`config.mk`:
```
export PLATFORM = sky130hd
export DESIGN_NAME = multicycle_controller
export DESIGN_NICKNAME = d
export VERILOG_FILES = /design/src/rtl/multicycle_controller.sv
export SDC_FILE = /design/constraint.sdc
export NUM_CORES = 1
export LEC_CHECK = 0
export CORE_MARGIN = 2
export CORE_UTILIZATION = 47
export DETAILED_ROUTE_END_ITERATION = 16
export GPL_TIMING_DRIVEN = 0
export MAX_ROUTING_LAYER = met4
export PLACE_DENSITY = 0.86
export SLEW_MARGIN = 20
export SYNTH_ARGS = -nofsm -noshare
export SYNTH_HDL_FRONTEND = slang
export SYNTH_SLANG_ARGS = --single-unit
```
`constraint.sdc`:
```
create_clock -name CLK -period 2 [get_ports CLK]
set_input_delay 0.4 -clock CLK [delete_from_list [all_inputs] [get_ports CLK]]
set_output_delay 0.4 -clock CLK [all_outputs]
set_load 0.03 [all_outputs]
```
`src/rtl/multicycle_controller.sv`:
```
`timescale 1ns/1ps
// Purpose : main control FSM + ALU decoder sequencing a shared-resource RV32I datapath.
// Latency : lw 5 cycles; sw, R-type, I-type, jal 4 cycles; beq 3 cycles (FETCH to FETCH).
// Backpr. : none; one instruction at a time, datapath never stalls the controller.
//
// Ports:
//   CLK, RST_N            clock, asynchronous active-low reset
//   op, funct3, funct7b5  instruction fields from the instruction register
//   Zero                  ALU zero flag (qualifies the beq PC write)
//   PCWrite .. ImmSrc     datapath enables and mux selects
//   trap                  set while parked on an illegal opcode, cleared only by reset
//   instr_done, retired   one-cycle retire pulse and retired-instruction count
module multicycle_controller #(
   parameter int CNT_W = 32
) (
   input  logic             CLK,
   input  logic             RST_N,
   input  logic [6:0]       op,
   input  logic [2:0]       funct3,
   input  logic             funct7b5,
   input  logic             Zero,
   output logic             PCWrite,
   output logic             AdrSrc,
   output logic             MemWrite,
   output logic             IRWrite,
   output logic             RegWrite,
   output logic [1:0]       ResultSrc,
   output logic [1:0]       ALUSrcA,
   output logic [1:0]       ALUSrcB,
   output logic [2:0]       ALUControl,
   output logic [1:0]       ImmSrc,
   output logic             trap,
   output logic             instr_done,
   output logic [CNT_W-1:0] retired
);

   localparam logic [6:0] OP_LW   = 7'b0000011;
   localparam logic [6:0] OP_SW   = 7'b0100011;
   localparam logic [6:0] OP_R    = 7'b0110011;
   localparam logic [6:0] OP_I    = 7'b0010011;
   localparam logic [6:0] OP_BEQ  = 7'b1100011;
   localparam logic [6:0] OP_JAL  = 7'b1101111;

   typedef enum logic [3:0] {
      S_FETCH   = 4'd0,
      S_DECODE  = 4'd1,
      S_MEMADR  = 4'd2,
      S_MEMREAD = 4'd3,
      S_MEMWB   = 4'd4,
      S_MEMWR   = 4'd5,
      S_EXECR   = 4'd6,
      S_EXECI   = 4'd7,
      S_ALUWB   = 4'd8,
      S_BEQ     = 4'd9,
      S_JAL     = 4'd10,
      S_TRAP    = 4'd11
   } state_t;

   state_t           state_q, state_d;
   logic             instr_done_q, instr_done_d;
   logic [CNT_W-1:0] retired_q, retired_d;

   // Raw Moore outputs before reset gating
   logic       pc_update, branch, adr_src, mem_write, ir_write, reg_write, in_trap;
   logic [1:0] result_src, alu_src_a, alu_src_b, alu_op;
   logic       retire;

   // ------------------------------------------------------------------
   // State register
   // ------------------------------------------------------------------
   always_ff @(posedge CLK or negedge RST_N) begin
      if (!RST_N) begin
         state_q <= S_FETCH;
      end else begin
         state_q <= state_d;
      end
   end

   // ------------------------------------------------------------------
   // Next state and Moore outputs
   // ------------------------------------------------------------------
   always_comb begin
      state_d    = S_FETCH;
      pc_update  = 1'b0;
      branch     = 1'b0;
      adr_src    = 1'b0;
      mem_write  = 1'b0;
      ir_write   = 1'b0;
      reg_write  = 1'b0;
      in_trap    = 1'b0;
      result_src = 2'b00;
      alu_src_a  = 2'b00;
      alu_src_b  = 2'b00;
      alu_op     = 2'b00;
      case (state_q)
         S_FETCH: begin
            ir_write   = 1'b1;
            alu_src_b  = 2'b10;
            result_src = 2'b10;
            pc_update  = 1'b1;
            state_d    = S_DECODE;
         end
         S_DECODE: begin
            // Precompute the branch target into ALUOut while decoding
            alu_src_a = 2'b01;
            alu_src_b = 2'b01;
            case (op)
               OP_LW, OP_SW: state_d = S_MEMADR;
               OP_R:         state_d = S_EXECR;
               OP_I:         state_d = S_EXECI;
               OP_BEQ:       state_d = S_BEQ;
               OP_JAL:       state_d = S_JAL;
               default:      state_d = S_TRAP;
            endcase
         end
         S_MEMADR: begin
            alu_src_a = 2'b10;
            alu_src_b = 2'b01;
            state_d   = (op == OP_SW) ? S_MEMWR : S_MEMREAD;
         end
         S_MEMREAD: begin
            adr_src = 1'b1;
            state_d = S_MEMWB;
         end
         S_MEMWB: begin
            // Address stays on ALUOut through writeback; memory is idle here
            adr_src    = 1'b1;
            result_src = 2'b01;
            reg_write  = 1'b1;
            state_d    = S_FETCH;
         end
         S_MEMWR: begin
            adr_src   = 1'b1;
            mem_write = 1'b1;
            state_d   = S_FETCH;
         end
         S_EXECR: begin
            alu_src_a = 2'b10;
            alu_op    = 2'b10;
            state_d   = S_ALUWB;
         end
         S_EXECI: begin
            alu_src_a = 2'b10;
            alu_src_b = 2'b01;
            alu_op    = 2'b10;
            state_d   = S_ALUWB;
         end
         S_ALUWB: begin
            reg_write = 1'b1;
            state_d   = S_FETCH;
         end
         S_BEQ: begin
            alu_src_a = 2'b10;
            alu_op    = 2'b01;
            branch    = 1'b1;
            state_d   = S_FETCH;
         end
         S_JAL: begin
            // PC <- target held in ALUOut; ALU forms OldPC+4 as the link value
            alu_src_a = 2'b01;
            alu_src_b = 2'b10;
            pc_update = 1'b1;
            state_d   = S_ALUWB;
         end
         S_TRAP: begin
            in_trap = 1'b1;
            state_d = S_TRAP;
         end
         default: state_d = S_FETCH;
      endcase
   end

   // ------------------------------------------------------------------
   // Retire pulse and counter: every retiring state exits straight to FETCH
   // ------------------------------------------------------------------
   assign retire = (state_q == S_MEMWB) || (state_q == S_MEMWR) ||
                   (state_q == S_ALUWB) || (state_q == S_BEQ);

   always_comb begin
      instr_done_d = retire;
      retired_d    = retired_q;
      if (retire) begin
         retired_d = retired_q + CNT_W'(1);
      end
   end

   always_ff @(posedge CLK or negedge RST_N) begin
      if (!RST_N) begin
         instr_done_q <= 1'b0;
         retired_q    <= '0;
      end else begin
         instr_done_q <= instr_done_d;
         retired_q    <= retired_d;
      end
   end

   // ------------------------------------------------------------------
   // ALU decoder
   // ------------------------------------------------------------------
   always_comb begin
      ALUControl = 3'b000;
      case (alu_op)
         2'b01: ALUControl = 3'b001;
         2'b10: begin
            case (funct3)
               3'b000:  ALUControl = (op[5] & funct7b5) ? 3'b001 : 3'b000;
               3'b010:  ALUControl = 3'b101;
               3'b110:  ALUControl = 3'b011;
               3'b111:  ALUControl = 3'b010;
               default: ALUControl = 3'b000;
            endcase
         end
         default: ALUControl = 3'b000;
      endcase
   end

   // Immediate format depends only on the opcode, in every state
   always_comb begin
      case (op)
         OP_SW:   ImmSrc = 2'b01;
         OP_BEQ:  ImmSrc = 2'b10;
         OP_JAL:  ImmSrc = 2'b11;
         default: ImmSrc = 2'b00;
      endcase
   end

   // ------------------------------------------------------------------
   // Outputs: write enables are gated by RST_N so asserting reset kills
   // any in-flight write without waiting for a clock edge.
   // ------------------------------------------------------------------
   assign PCWrite    = RST_N & (pc_update | (branch & Zero));
   assign IRWrite    = RST_N & ir_write;
   assign RegWrite   = RST_N & reg_write;
   assign MemWrite   = RST_N & mem_write;
   assign AdrSrc     = adr_src;
   assign ResultSrc  = result_src;
   assign ALUSrcA    = alu_src_a;
   assign ALUSrcB    = alu_src_b;
   assign trap       = in_trap;
   assign instr_done = instr_done_q;
   assign retired    = retired_q;

endmodule

```
==> results of run 1 <==
## metrics by stage
| stage | instance area (µm²) | TNS [ns] | std cells |
|---|---|---|---|
| after CTS | 3010 | -0.278 | 335 |
| final | 3130 | -0.444 | 346 |
| after global routing | 3130 | -0.971 | 346 |
| after global placement | 2790 | -24.76 | 321 |
| after floorplan | 2100 | -0.421 | 206 |
| after detailed placement | 2820 | -4.71 | 322 |
## timing repair
action,4_1_cts,5_1_grt
pin swaps,6,4
cloned,1,0
buffers inserted,5,12
endpoints found under the setup margin,17,12
resized for setup,105,29
## cell usage in the layout, fill, tap and decap left out, types with 3 or more instances in the layout
cell,instances
sky130_fd_sc_hd__dfrtp_1,36
sky130_fd_sc_hd__buf_6,8
sky130_fd_sc_hd__buf_4,20
sky130_fd_sc_hd__and2_1,5
sky130_fd_sc_hd__nor3_1,9
sky130_fd_sc_hd__nand3_1,15
sky130_fd_sc_hd__nor4_4,3
sky130_fd_sc_hd__xor2_1,13
sky130_fd_sc_hd__and4_1,6
sky130_fd_sc_hd__nand4_1,6
sky130_fd_sc_hd__buf_2,7
sky130_fd_sc_hd__nor2_1,10
sky130_fd_sc_hd__clkbuf_2,3
sky130_fd_sc_hd__nand2_1,13
sky130_fd_sc_hd__inv_1,4
sky130_fd_sc_hd__nand3b_1,3
sky130_fd_sc_hd__and3_1,6
sky130_fd_sc_hd__inv_2,3
sky130_fd_sc_hd__clkbuf_8,7
sky130_fd_sc_hd__xnor2_1,22
sky130_fd_sc_hd__a21oi_1,3
sky130_fd_sc_hd__clkbuf_4,3
sky130_fd_sc_hd__clkdlybuf4s50_1,42
## registers in the layout, indices dropped and copies added, names as in the netlist
| register | flops |
|---|---|
| instr_done | 1 |
| state_q | 4 |
| retired | 32 |
## logic make-up after synthesis
| logic type | count (synthesis) |
|---|---|
| AND/OR/NAND/NOR | 97 |
| flip-flops | 37 |
| AO/OA/AOI/OAI | 15 |
| buffers and inverters | 16 |
| multiplexers | 2 |
| adder cells (fa/ha/maj) | 3 |
| XOR/XNOR | 36 |
## worst max-delay path, stage by stage, from the launching register on
cell and delay, ns:
sky130_fd_sc_hd__dfrtp_1 0.40, sky130_fd_sc_hd__buf_6 0.15, sky130_fd_sc_hd__buf_4 0.15, sky130_fd_sc_hd__nor2b_2 0.19, sky130_fd_sc_hd__nand2b_1 0.10, sky130_fd_sc_hd__a21oi_1 0.20
sky130_fd_sc_hd__clkbuf_4 0.23
## layout make-up
class	count	area (µm²)
Clock buffer	7	86.3
Buffer	8	82.6
Multi-Input combinational cell	153	1180
Fill cell	311	1160
Tap cell	52	65.1
Timing Repair Buffer	82	758
Sequential cell	37	927
Inverter	7	26.3
## per-layer routing
layer	routed length [µm]	vias up	global-route usage [%]
met5	0	-	-
met4	56	0	7.26
met3	236	6	4.47
met2	2510	60	32.8
met1	2160	867	25.0
li1	-	894	-
## power groups by stage
stage	combinational (W)	clock, W	sequential [W]
floorplan	0.000949	0	0.00106
global placement	0.00157	0	0.000948
detailed placement	0.00159	0	0.000951
CTS	0.00176	0.000540	0.000945
global route	0.00213	0.000575	0.000976
finish	0.00200	0.000519	0.000959
## final timing paths
check	startpoint	to	slack [ns]
worst max register to register	state_q[1]	retired[30]	0.26
worst max-delay path	state_q[1]	ALUSrcA[0]	-0.11
max in group asynchronous	RST_N	retired[26]	1.48
min in group CLK	retired[31]	retired[31]	0.47
worst min register to register	retired[31]	retired[31]	0.47
worst min-delay path	RST_N	retired[4]	0.06
==> impl_metrics.csv, run 1 <==
group,metric,value,unit
clock_network,worstSkewPairLatency,0.29,ns
cells_and_area,areaGrowthSynthToFinish,51.8,%
power_and_ir_drop,finalPower,0.00348,W
logic_synthesis,ys_ff_latch,37,
floorplanning,dieArea,0.00493,mm²
logic_synthesis,syn_area_per_cell,10.0,µm²
logic_synthesis,synth_cells,206,
floorplanning,core_region,0.00429,mm²
sta,final.hold.worst_slack,0.0623,ns
sta,slew_of_the_pin_with_the_lowest_slew_margin,0.468,ns
global_routing,via_count_of_the_first_global_routing_pass,1793,
global_routing,globalRouteTotalUtil,20.3,%
power_and_ir_drop,power.density,1110,mW/mm²
sta,finalHoldViolations,0,
cells_and_area,nNetsFinal,311,
critical_path,crit_type,"reg2out",
clock_network,cts.sink_count,37,
power_and_ir_drop,power_frac_comb,57.5,%
critical_path,crit_fanout,6,
logic_synthesis,post-synth-top-area-cell,"sky130_fd_sc_hd__dfrtp_1",
critical_path,worstPathArrival,1.71,ns
power_and_ir_drop,clock_power_share,14.9,%
sta,report.final.setup_viol,8,
sta,slew_headroom,68.8,%
cells_and_area,layout-drive-gt1-share,27.2,%
floorplanning,die_height,70.2,µm
min_path,hp-class,"in2async",
logic_synthesis,synth_xor_area_share,15.7,%
logic_synthesis,netlist_top_cells_count,"sky130_fd_sc_hd__dfrtp_1, sky130_fd_sc_hd__xnor2_1, sky130_fd_sc_hd__nand2_1, sky130_fd_sc_hd__nand3_1",
logic_synthesis,postSynthNetCount,223,
power_and_ir_drop,power.switching_fraction,41.8,%
clock_network,tritoncts.num_buffers,5,
global_routing,grt_antenna_before_repair,0,
sta,timing.final.crit_period,2.11,ns
logic_synthesis,ys_seq_area_share,44.9,%
power_and_ir_drop,internal-power,0.00202,W
logic_synthesis,post_synth_main_area_contributors,"sky130_fd_sc_hd__dfrtp_1, sky130_fd_sc_hd__xnor2_1, sky130_fd_sc_hd__xor2_1",
clock_network,cts_max_path_buffers,2,
global_routing,grt_pass1_wl,7.87,mm
clock_network,path_clk_slew,0.07,ns
logic_synthesis,synthMostInstantiatedCell,"sky130_fd_sc_hd__dfrtp_1",
logic_synthesis,compound_cell_area_share_of_the_yosys_netlist,5.16,%
critical_path,worstPathRequired,1.60,ns
routing,post_drt_via_cell_ratio,5.28,
global_routing,grt-ovfl-total,0,
power_and_ir_drop,sequentialPowerShare,27.6,%
clock_network,cts.root.buffer_cell,"sky130_fd_sc_hd__clkbuf_8",
global_routing,maximum_number_of_pins_on_one_net_before_global_route_repair,24,
sta,setup_slack,-0.106,ns
critical_path,worst_r2r_path_depth,6,
sta,finalClockSkew,0.00395,ns
logic_synthesis,synthAdderAreaFrac,1.82,%
floorplanning,start_util,48.0,%
run_status,violated_checks,"setup timing",
routing,dr.first_iter.drc_count,169,
logic_synthesis,syn_area,0.00206,mm²
critical_path,sort_of_element_at_the_start_of_the_critical_path,"register",
placed_design,gp_congestion,0.822,
sta,final_max_slew_viol_count,0,
placed_design,hpwlAfterDp,3.23,mm
critical_path,setup.worst_path.end_class,"primary output",
power_and_ir_drop,power.static_leakage,1.43,nW
routing,routed_wl,4.97,mm
logic_synthesis,synth_top_family_by_area,"simple AND/OR/NAND/NOR gates",
logic_synthesis,ys.warnings.count,0,
power_and_ir_drop,p_sw,0.00145,W
logic_synthesis,synthDistinctLibCells,41,
floorplanning,design.portCount,64,
floorplanning,dieWidth,70.2,µm
routing,detail-route-antenna-nets,0,
logic_synthesis,synth_largest_type_area_fraction,44.9,%
logic_synthesis,asyncSetResetFlopFracSynth,100,%
routing,detailroute.via_count,1827,
routing,drcViolationCount,0,
clock_network,h-tree-depth,2,
sta,post-route-period-util,105,%
power_and_ir_drop,max-vdd-ir-drop,0.765,mV
cells_and_area,utilization,72.9,%
placed_design,pre_cts_ws,-0.671,ns
routing,drt-pass1-iter-count,4,
clock_network,holdBufCountCts,0,
run_status,outcome,"complete, but fails checks",
logic_synthesis,share_of_cell_area_taken_by_muxes_after_synthesis,1.09,%
cells_and_area,antenna_cells,0,
floorplanning,floorplan.rows,24,
clock_network,tritoncts,"yes",
job,cap_viol_max_count,0,
placed_design,port-buffer-count,63,
logic_synthesis,post_synth_and_or_nand_nor_area_fraction,27.1,%
sta,rsz_0062_raised_after_global_routing,"yes",
logic_synthesis,synth_ff_type,"sky130_fd_sc_hd__dfrtp_1",
sta,max_freq,475,MHz
logic_synthesis,number_of_enable_type_register_cells_in_the_synthesized_netlist,0,
routing,avgRoutedWirePerCell,14.4,µm
(Power assumes the default switching activity.)
==> run 2, diff against run 1 <==
--- a/config.mk
+++ b/config.mk
@@ -6,11 +6,11 @@
 export NUM_CORES = 1
 export LEC_CHECK = 0
 export CORE_MARGIN = 2
-export CORE_UTILIZATION = 47
+export CORE_UTILIZATION = 50
 export DETAILED_ROUTE_END_ITERATION = 16
 export GPL_TIMING_DRIVEN = 0
 export MAX_ROUTING_LAYER = met4
-export PLACE_DENSITY = 0.86
+export PLACE_DENSITY = 0.9
 export SLEW_MARGIN = 20
 export SYNTH_ARGS = -nofsm -noshare
 export SYNTH_HDL_FRONTEND = slang
==> constraint.sdc (replaced) <==
create_clock -name CLK -period 2.6 [get_ports CLK]
set_input_delay 0.52 -clock CLK [delete_from_list [all_inputs] [get_ports CLK]]
set_output_delay 0.52 -clock CLK [all_outputs]
set_load 0.03 [all_outputs]
==> run 2 against run 1 <==
Net effect: the flow now finishes without violations; critical path depth rose by 1; cell count decreased by 5.2%; via count fell by 3.0%; cell area decreased by 8.0%; die area down 5.7%; critical path type unchanged; largest cell class unchanged; largest power group unchanged; highest routed layer unchanged.
==> impl_metrics.csv, run 2 (synthesis gave the netlist of run 1 again) <==
group,metric,value,unit
sta,slew_of_the_pin_with_the_lowest_slew_margin,0.388,ns
floorplanning,start_util,51.9,%
clock_network,cts_max_path_buffers,2,
sta,max_freq,402,MHz
power_and_ir_drop,max-vdd-ir-drop,0.543,mV
routing,drt-pass1-iter-count,4,
floorplanning,die_height,68.2,µm
routing,detail-route-antenna-nets,0,
global_routing,grt-ovfl-total,0,
sta,rsz_0062_raised_after_global_routing,"yes",
global_routing,via_count_of_the_first_global_routing_pass,1686,
cells_and_area,largest_reg_flops,32,
sta,finalHoldViolations,0,
critical_path,worstPathRequired,2.08,ns
power_and_ir_drop,power.static_leakage,1.40,nW
critical_path,crit_type,"reg2out",
sta,timing.final.crit_period,2.49,ns
job,cap_viol_max_count,0,
sta,report.final.setup_viol,0,
placed_design,gp_congestion,0.839,
clock_network,cts.root.buffer_cell,"sky130_fd_sc_hd__clkbuf_8",
routing,avgRoutedWirePerCell,13.8,µm
sta,final.hold.worst_slack,0.149,ns
power_and_ir_drop,finalPower,0.00233,W
critical_path,sort_of_element_at_the_start_of_the_critical_path,"register",
global_routing,globalRouteTotalUtil,22.6,%
cells_and_area,mostFrequentLayoutCells,"sky130_fd_sc_hd__clkdlybuf4s50_1, sky130_fd_sc_hd__dfrtp_1, sky130_fd_sc_hd__xnor2_1",
critical_path,crit_fanout,9,
critical_path,worstPathArrival,1.97,ns
floorplanning,dieArea,0.00465,mm²
clock_network,cts_setup_buffers,0,
floorplanning,dieWidth,68.2,µm
placed_design,hpwlAfterDp,3.37,mm
global_routing,grt_pass1_wl,7.72,mm
critical_path,regToRegSetupSlack,1.02,ns
clock_network,h-tree-depth,2,
floorplanning,floorplan.rows,23,
global_routing,grt_antenna_before_repair,0,
routing,drcViolationCount,0,
placed_design,port-buffer-count,63,
floorplanning,core_region,0.00397,mm²
clock_network,worstSkewPairLatency,0.29,ns
global_routing,maximum_number_of_pins_on_one_net_before_global_route_repair,27,
sta,fin_setup_tns,0,ns
cells_and_area,antenna_cells,0,
clock_network,cts.sink_count,37,
clock_network,path_clk_slew,0.07,ns
clock_network,tritoncts.num_buffers,5,
critical_path,worst_r2r_path_depth,5,
cells_and_area,stdcell_area,0.00288,mm²
routing,post_drt_via_cell_ratio,5.41,
placed_design,placed_area,0.00278,mm²
routing,routed_wl,4.54,mm
cells_and_area,nNetsFinal,294,
critical_path,reg2reg_from,"retired[0]",
power_and_ir_drop,power.density,808,mW/mm²
routing,dr.first_iter.drc_count,120,
cells_and_area,final_common_cell,"sky130_fd_sc_hd__clkdlybuf4s50_1",
sta,slew_headroom,73.5,%
min_path,hp-class,"in2async",
cells_and_area,areaGrowthSynthToFinish,39.7,%
floorplanning,design.portCount,64,
critical_path,timing.rr.end,"retired[26]",
routing,detailroute.via_count,1773,
cells_and_area,layout-drive-gt1-share,11.5,%
critical_path,setup.worst_path.end_class,"primary output",
clock_network,tritoncts,"yes",
sta,finalClockSkew,0.00972,ns
run_status,outcome,"finished, final reports clean",
sta,final_max_slew_viol_count,0,
sta,post-route-period-util,95.8,%
-- run 2: how the worst max path moves through the flow --
stage               slack [ns]             to  cells after the start  startpoint
floorplan                 0.04        IRWrite                      3  state_q[0]
global placement         -1.20       RegWrite                      3       RST_N
detailed placement       -0.25      ImmSrc[0]                      4       op[3]
CTS                      0.002     ALUSrcA[0]                      5  state_q[3]
global route             -0.02  ALUControl[2]                      7  state_q[2]
finish                    0.11  ALUControl[2]                      7  state_q[2]
-- run 2: timing repair --
| item | 4_1_cts | 5_1_grt |
|---|---|---|
| endpoints found under the setup margin | 10 | 12 |
| hold buffers | 0 | 0 |
| pin swaps | 1 | 1 |
| gates resized for setup | 19 | 21 |
-- run 2: area by class of cell --
| cell class | count | area (µm²) |
|---|---|---|
| Fill cell | 297 | 1090 |
| Multi-Input combinational cell | 153 | 1070 |
| Sequential cell | 37 | 926 |
| Timing Repair Buffer | 64 | 648 |
| Clock buffer | 6 | 72.6 |
| Buffer | 9 | 65.1 |
| Tap cell | 50 | 62.6 |
| Inverter | 7 | 26.3 |
| Clock inverter | 2 | 10.0 |
-- run 2: where the power goes --
part	switching (W)	internal (W)	total (W)
clock	0.000195	0.000186	0.000380
combinational	0.000702	0.000509	0.00121
sequential	0.0000808	0.000656	0.000737
total	0.000978	0.00135	0.00233
-- run 2: routing by layer --
| metal | wire length (µm) | part of all wire, % | vias to the layer above | track usage (%) |
|---|---|---|---|---|
| li1 | - | - | 865 | - |
| met1 | 1950 | 43 | 845 | 27.7 |
| met2 | 2300 | 51 | 56 | 37.0 |
| met3 | 226 | 5.0 | 7 | 5.26 |
| met4 | 59 | 1.3 | 0 | 7.50 |
| met5 | 0 | 0 | - | - |
-- run 2: through the flow --
stage | std cells | utilization, % | worst slack, ns
6_report | 328 | 72.5 | 0.110
5_1_grt | 328 | 72.5 | -0.0232
4_1_cts | 328 | 72.0 | 0.00160
3_5_place_dp | 320 | 70.1 | -0.247
3_3_place_gp | 319 | 69.5 | -1.20
2_1_floorplan | 206 | - | 0.0431
-- run 2: critical path, cell delays in order (launching register included) --
cell                       delay, ns
sky130_fd_sc_hd__dfrtp_1        0.36
sky130_fd_sc_hd__buf_4          0.17
sky130_fd_sc_hd__nand2b_4       0.17
sky130_fd_sc_hd__nor2_4         0.12
sky130_fd_sc_hd__nand2_1        0.10
sky130_fd_sc_hd__ha_1           0.32
sky130_fd_sc_hd__nor4_2         0.26
sky130_fd_sc_hd__buf_4          0.20
